`src/rtl/fifo.sv`:
```
// Synchronous FIFO with a circular buffer, registered read data and
// single-cycle overflow/underflow pulses.
module fifo #(
   parameter int WIDTH = 16,
   parameter int DEPTH = 8
) (
   input  logic             clk,
   input  logic             reset,
   input  logic             write,
   input  logic             read,
   input  logic [WIDTH-1:0] din,
   output logic [WIDTH-1:0] dout,
   output logic             almost_full,
   output logic             full,
   output logic             over,
   output logic             empty,
   output logic             under,
   output logic             valid
);

   localparam int AW = $clog2(DEPTH);
   localparam logic [AW:0] COUNT_FULL   = (AW+1)'(DEPTH);
   localparam logic [AW:0] COUNT_ALMOST = (AW+1)'(DEPTH - 1);

   logic [WIDTH-1:0] mem [DEPTH];
   logic [AW-1:0]    wr_ptr;
   logic [AW-1:0]    rd_ptr;
   logic [AW:0]      count;
   logic             wr_ok;
   logic             rd_ok;

   assign full        = (count == COUNT_FULL);
   assign almost_full = (count >= COUNT_ALMOST);
   assign empty       = (count == '0);

   // A full FIFO drops writes and an empty one rejects reads, so a
   // simultaneous request only ever loses the side that cannot proceed.
   assign wr_ok = write && !full;
   assign rd_ok = read && !empty;

   always_ff @(posedge clk) begin
      if (wr_ok) begin
         mem[wr_ptr] <= din;
      end
   end

   always_ff @(posedge clk or negedge reset) begin
      if (!reset) begin
         wr_ptr <= '0;
         rd_ptr <= '0;
         count  <= '0;
         dout   <= '0;
         valid  <= 1'b0;
         over   <= 1'b0;
         under  <= 1'b0;
      end else begin
         over  <= write && full;
         under <= read && empty;
         valid <= rd_ok;
         if (wr_ok) begin
            wr_ptr <= wr_ptr + 1'b1;
         end
         if (rd_ok) begin
            dout   <= mem[rd_ptr];
            rd_ptr <= rd_ptr + 1'b1;
         end
         case ({wr_ok, rd_ok})
            2'b10:   count <= count + 1'b1;
            2'b01:   count <= count - 1'b1;
            default: count <= count;
         endcase
      end
   end

endmodule

```
`config.mk`:
```
export PLATFORM = sky130hd
export DESIGN_NAME = fifo
export DESIGN_NICKNAME = d
export VERILOG_FILES = /design/src/rtl/fifo.sv
export SDC_FILE = /design/constraint.sdc
export NUM_CORES = 1
export LEC_CHECK = 0
export CORE_MARGIN = 2
export CORE_UTILIZATION = 63
export DETAILED_ROUTE_END_ITERATION = 16
export GPL_ROUTABILITY_DRIVEN = 0
export PLACE_DENSITY_LB_ADDON = 0.3
export RECOVER_POWER = 100
export SYNTH_ARGS = -nofsm -noshare
export SYNTH_HDL_FRONTEND = slang
export SYNTH_SLANG_ARGS = --single-unit
export TNS_END_PERCENT = 5
```
`constraint.sdc`:
```
create_clock -name clk -period 5.48 [get_ports clk]
set_input_delay 0.822 -clock clk [delete_from_list [all_inputs] [get_ports clk]]
set_output_delay 0.822 -clock clk [all_outputs]
set_load 0.05 [all_outputs]
```
======== Yosys cells after proc, flatten, opt, wreduce, memory -nomap -nowiden ========
Memory sizes are Yosys's and may differ from the RTL's. A register that Yosys moved wholly into a read port is not among the register bits.
Cells that the tools add are included.
cells by class
  add/sub/neg operators ................... 4
  magnitude comparators ................... 1
  eq/ne operators ......................... 3
  multiplexer cells ....................... 3
  reduce and logical (&&, ||, !) cells .... 9
operator list
  cell                                                                                  count
  4-bit one-hot mux with 2 select lines                                                 1
  3-bit by 1-bit adder with 3-bit output (second input constant)                        2
  4-bit by 1-bit adder with 4-bit output (second input constant)                        1
  4-bit == test (second input constant)                                                 1
  4-bit by 3-bit greater-or-equal comparator with 1-bit output (second input constant)  1
  1-bit logical AND                                                                     4
  4-bit zero test                                                                       1
  4-bit by 1-bit subtractor with 4-bit output (second input constant)                   1
  1-bit zero test                                                                       3
  2-bit by 1-bit == test with 1-bit output (second input constant)                      1
  2-bit == test (second input constant)                                                 1
  1-bit 2-to-1 mux                                                                      2
  2-bit nonzero test                                                                    1
storage, ports and cells
  flip-flop bits (word level) ............. 13
  bits in writable memories ............... 128
  input bits .............................. 20
  output and inout port bits .............. 22
  logic and storage cells ................. 27
  memories ................................ 1
memory list
  name  words  bits a word  read ports  clocked after Yosys merged registers in  wr ports  line  source
  mem   8      16           1           1                                        1         25    logic [WIDTH-1:0] mem [DEPTH];

======== Depth between registers and ports, before layout ========
  depth after elaboration ................. 5
  mapped depth ............................ 11
  mapped depth without buffers ............ 10

======== Worst setup path after synthesis ========
Ideal clock, no wire load.
  kind .................................... register to register
  start ................................... register count[1]
  end ..................................... register count[2]
  library setup time ...................... 0.128 ns
  arrival time ............................ 2.932 ns
  data required time ...................... 5.352 ns
  path slack .............................. 2.420 ns
  cell stages (with the launch flop) ...... 12
  clock period less this slack ............ 3.060 ns
  cells stage by stage .................... dfrtp_1 > nor4_2 > nand2b_1 > buf_4 > inv_1 > ha_1 > xor2_1 > ha_1 > a21oi_1 > xor2_1 > nor2_1 > xor2_1
on the way
  word-level cells in the longest chain between the ends .. 5
RTL lines
  item                                                                                line  source
  start: declaration                                                                  28    logic [AW:0] count;
  start signal: assignment                                                            68    2'b10: count <= count + 1'b1;
  start signal: assignment                                                            69    2'b01: count <= count - 1'b1;
  start signal: assignment                                                            70    default: count <= count;
  4-bit zero test (*)                                                                 34    assign empty = (count == '0);
  via empty                                                                           16    output logic empty,
  1-bit zero test (*)                                                                 39    assign rd_ok = read && !empty;
  1-bit logical AND (*)                                                               39
  via rd_ok                                                                           30    logic rd_ok;
  2-bit by 1-bit == test with 1-bit output / 2-bit == test (equally long branches)    67    case ({wr_ok, rd_ok})
  4-bit one-hot mux with 2 select lines / 2-bit nonzero test (equally long branches)  n/a
The timed path passes the listed nets; every way through them passes the cells marked *.
A chain may end at the register's enable or synchronous reset.

==> metrics <==
Top Ports 42; largest area contributor in the netlist edfxtp_1; global-route wire length before repair 17,800 um; Layout Area Growth over Synthesis 17.7%; PortBufs 41; status finished, violations left; synth unique cells 33; via/cell ratio 5.98; R2R setup slack 1.57 ns; initial antenna violation count 0; mapped cell area 6180 sq um; CTS tree built; Die Height 103 um; Worst Path Required 5.93 ns; number of synthesized register bits 157; drc violations 0; number of diodes 0; total of max-cap violations 2; Peak VDD IR 0.326 mV; minimum clock period 3.91 ns; Leakage 2.62 nW; root buffer cell clkbuf_8; Cells after Synth 361; period utilisation layout 71.4%; total grt overflow 0; Synth top area share 62.2%; largest net degree at the start of global routing 41; Hold Buf Count CTS 0; Post-CTS Setup Bufs 0; Reg clk slew, reported paths 0.06 ns; DR pass1 iterations 7; Sequential Area 4570 sq um; post-CTS resize count 0; number of slew-limit violations in the final report 71; H-tree depth 4; f_max 256 MHz; Least-Margin Pin Slew 2.62 ns; final setup skew 0.00773 ns; CORE AREA 9640 sq um; clock latency on the worst-skew pair 0.53 ns; total CTS buffers 17; die area 10,600 sq um; final core occ 75.4%; GRT Total Usage 23.9%; area of the multi-input gates 1450 sq um; CP endpoint dout[8]; FFs w/ async S/R, synth 18.5%; EDFF count, synth 128; sequential share of the synthesized area 74.0%; CP arrival 4.36 ns; final-report hold violation count 0; worst setup path start rd_ptr[0]; syn_area_per_cell 17.1 sq um; R2R Path Start rd_ptr[0]; Final setup viols 0; # clock sinks 157; DP Wirelength 6660 um; Initial Utilization 64.1%; fill cell count 603; final WL 11,700 um; crit path capture type flop; Die X-Extent 103 um; Rel. slew slack -74.9%; most numerous cell in the Yosys netlist edfxtp_1; Post-Route Setup TNS 0 ns; failing checks max-capacitance violations, max-slew violations; Vias 3,361; critical path class flop to flop; Final ANT Viol Nets 0; share of post-route cells with drive strength above 1 14.7%; Rows 36; DR WL/cell 20.8 um; CTS Buffer Depth 2; drt initial violations 175; total number of yosys warnings 0; top cells by count, synth edfxtp_1 (128), mux2_2 (32), mux2i_1 (32); unrepaired setup endpoints after global routing no; Synth Flop Type edfxtp_1; Reg-to-Reg End dout[8]; largest cells by area after synthesis edfxtp_1 (62%), dfrtp_1 (12%), mux2_2 (5.8%), mux2i_1 (5.2%), a221o_1 (2.6%); worst min path class flop to flop; pwr dens 581 nW/um^2; Syn Nets 386; CP max FO 40; nets 441; startpoint types flop; worst reg-to-reg path cell count 5; vias in the first global route 3,313
==> critical path, cell delays in order, from the launching register on <==
cell and delay, ns:
dfrtp_2 0.85, clkbuf_1 1.92, mux2_2 0.46, o22ai_1 0.10, a221o_1 0.32, o21ai_0 0.13
==> cells in the final DEF, fill, tap and decap left out, types with 4 or more instances in the layout <==
master / instances
edfxtp_1: 128
nand2b_1: 7
xnor2_1: 5
clkbuf_1: 12
mux2_2: 29
ha_1: 5
o21ai_0: 13
nor2_1: 8
mux2i_1: 32
nand2_1: 29
dfrtp_1: 28
clkbuf_16: 16
clkbuf_8: 6
mux2_1: 4
a221o_1: 16
dlygate4sd3_1: 40
o22ai_1: 16
==> worst min-delay path by stage <==
stage              start         to  slack, ns  cells past startpoint
2_1_floorplan  wr_ptr[0]  wr_ptr[0]       0.49                      2
3_5_place_dp     dout[7]    dout[7]       0.47                      2
4_1_cts          dout[7]    dout[7]       0.49                      2
6_report         dout[9]    dout[9]       0.48                      2
5_1_grt         dout[15]   dout[15]       0.51                      2
3_3_place_gp     dout[7]    dout[7]       0.47                      2
==> where the power goes <==
| part | switching [mW] | internal, mW | leakage (nW) |
|---|---|---|---|
| sequential | 0.168 | 1.55 | 1.51 |
| combinational | 0.798 | 0.516 | 0.815 |
| clock | 0.439 | 0.757 | 0.298 |
==> flip-flops by register name (all words and copies together) (netlist names) <==
name,count
dout,16
valid,1
over,1
mem,128
rd_ptr,3
count,4
under,1
wr_ptr,3
==> layer usage <==
metal  part of all wire [%]  GRT usage [%]  vias up  wire (um)
met5                      0              0        -          0
met4                    1.5           9.11        0        172
met3                    6.6           7.25       18        773
met2                     51           38.7      147       5930
met1                     41           30.8     1683       4810
li1                       -              -     1513          -
==> layout make-up <==
cell class	count	share of cell area, %
Inverter	2	0.103
Tap cell	133	2.29
Clock inverter	8	1.75
Multi-Input combinational cell	185	19.9
Timing Repair Buffer	53	6.37
Sequential cell	157	62.9
Clock buffer	24	6.74
==> kinds of logic after synthesis <==
family                   count (synthesis)  synth area share (%)
XOR/XNOR                                 8                  1.13
AO/OA/AOI/OAI                           50                  5.73
AND/OR/NAND/NOR                         57                  4.50
adder cells (fa/ha/maj)                  5                  1.01
buffers and inverters                   19                  2.45
multiplexers                            65                  11.2
flip-flops                             157                  74.0
==> metrics by stage <==
stage               std cells  power [mW]  worst slack (ns)  area [sq um]  hold WS [ns]
floorplan                 361        2.72              2.42          6180         0.487
global placement          530        3.04              2.43          6710         0.467
detailed placement        530        3.09              2.36          6710         0.474
CTS                       562        4.29              2.38          7330         0.488
global route              562        4.41              1.29          7270         0.513
finish                    562        4.23              1.57          7270         0.476
Note: power is estimated with default switching activity, not from simulation.
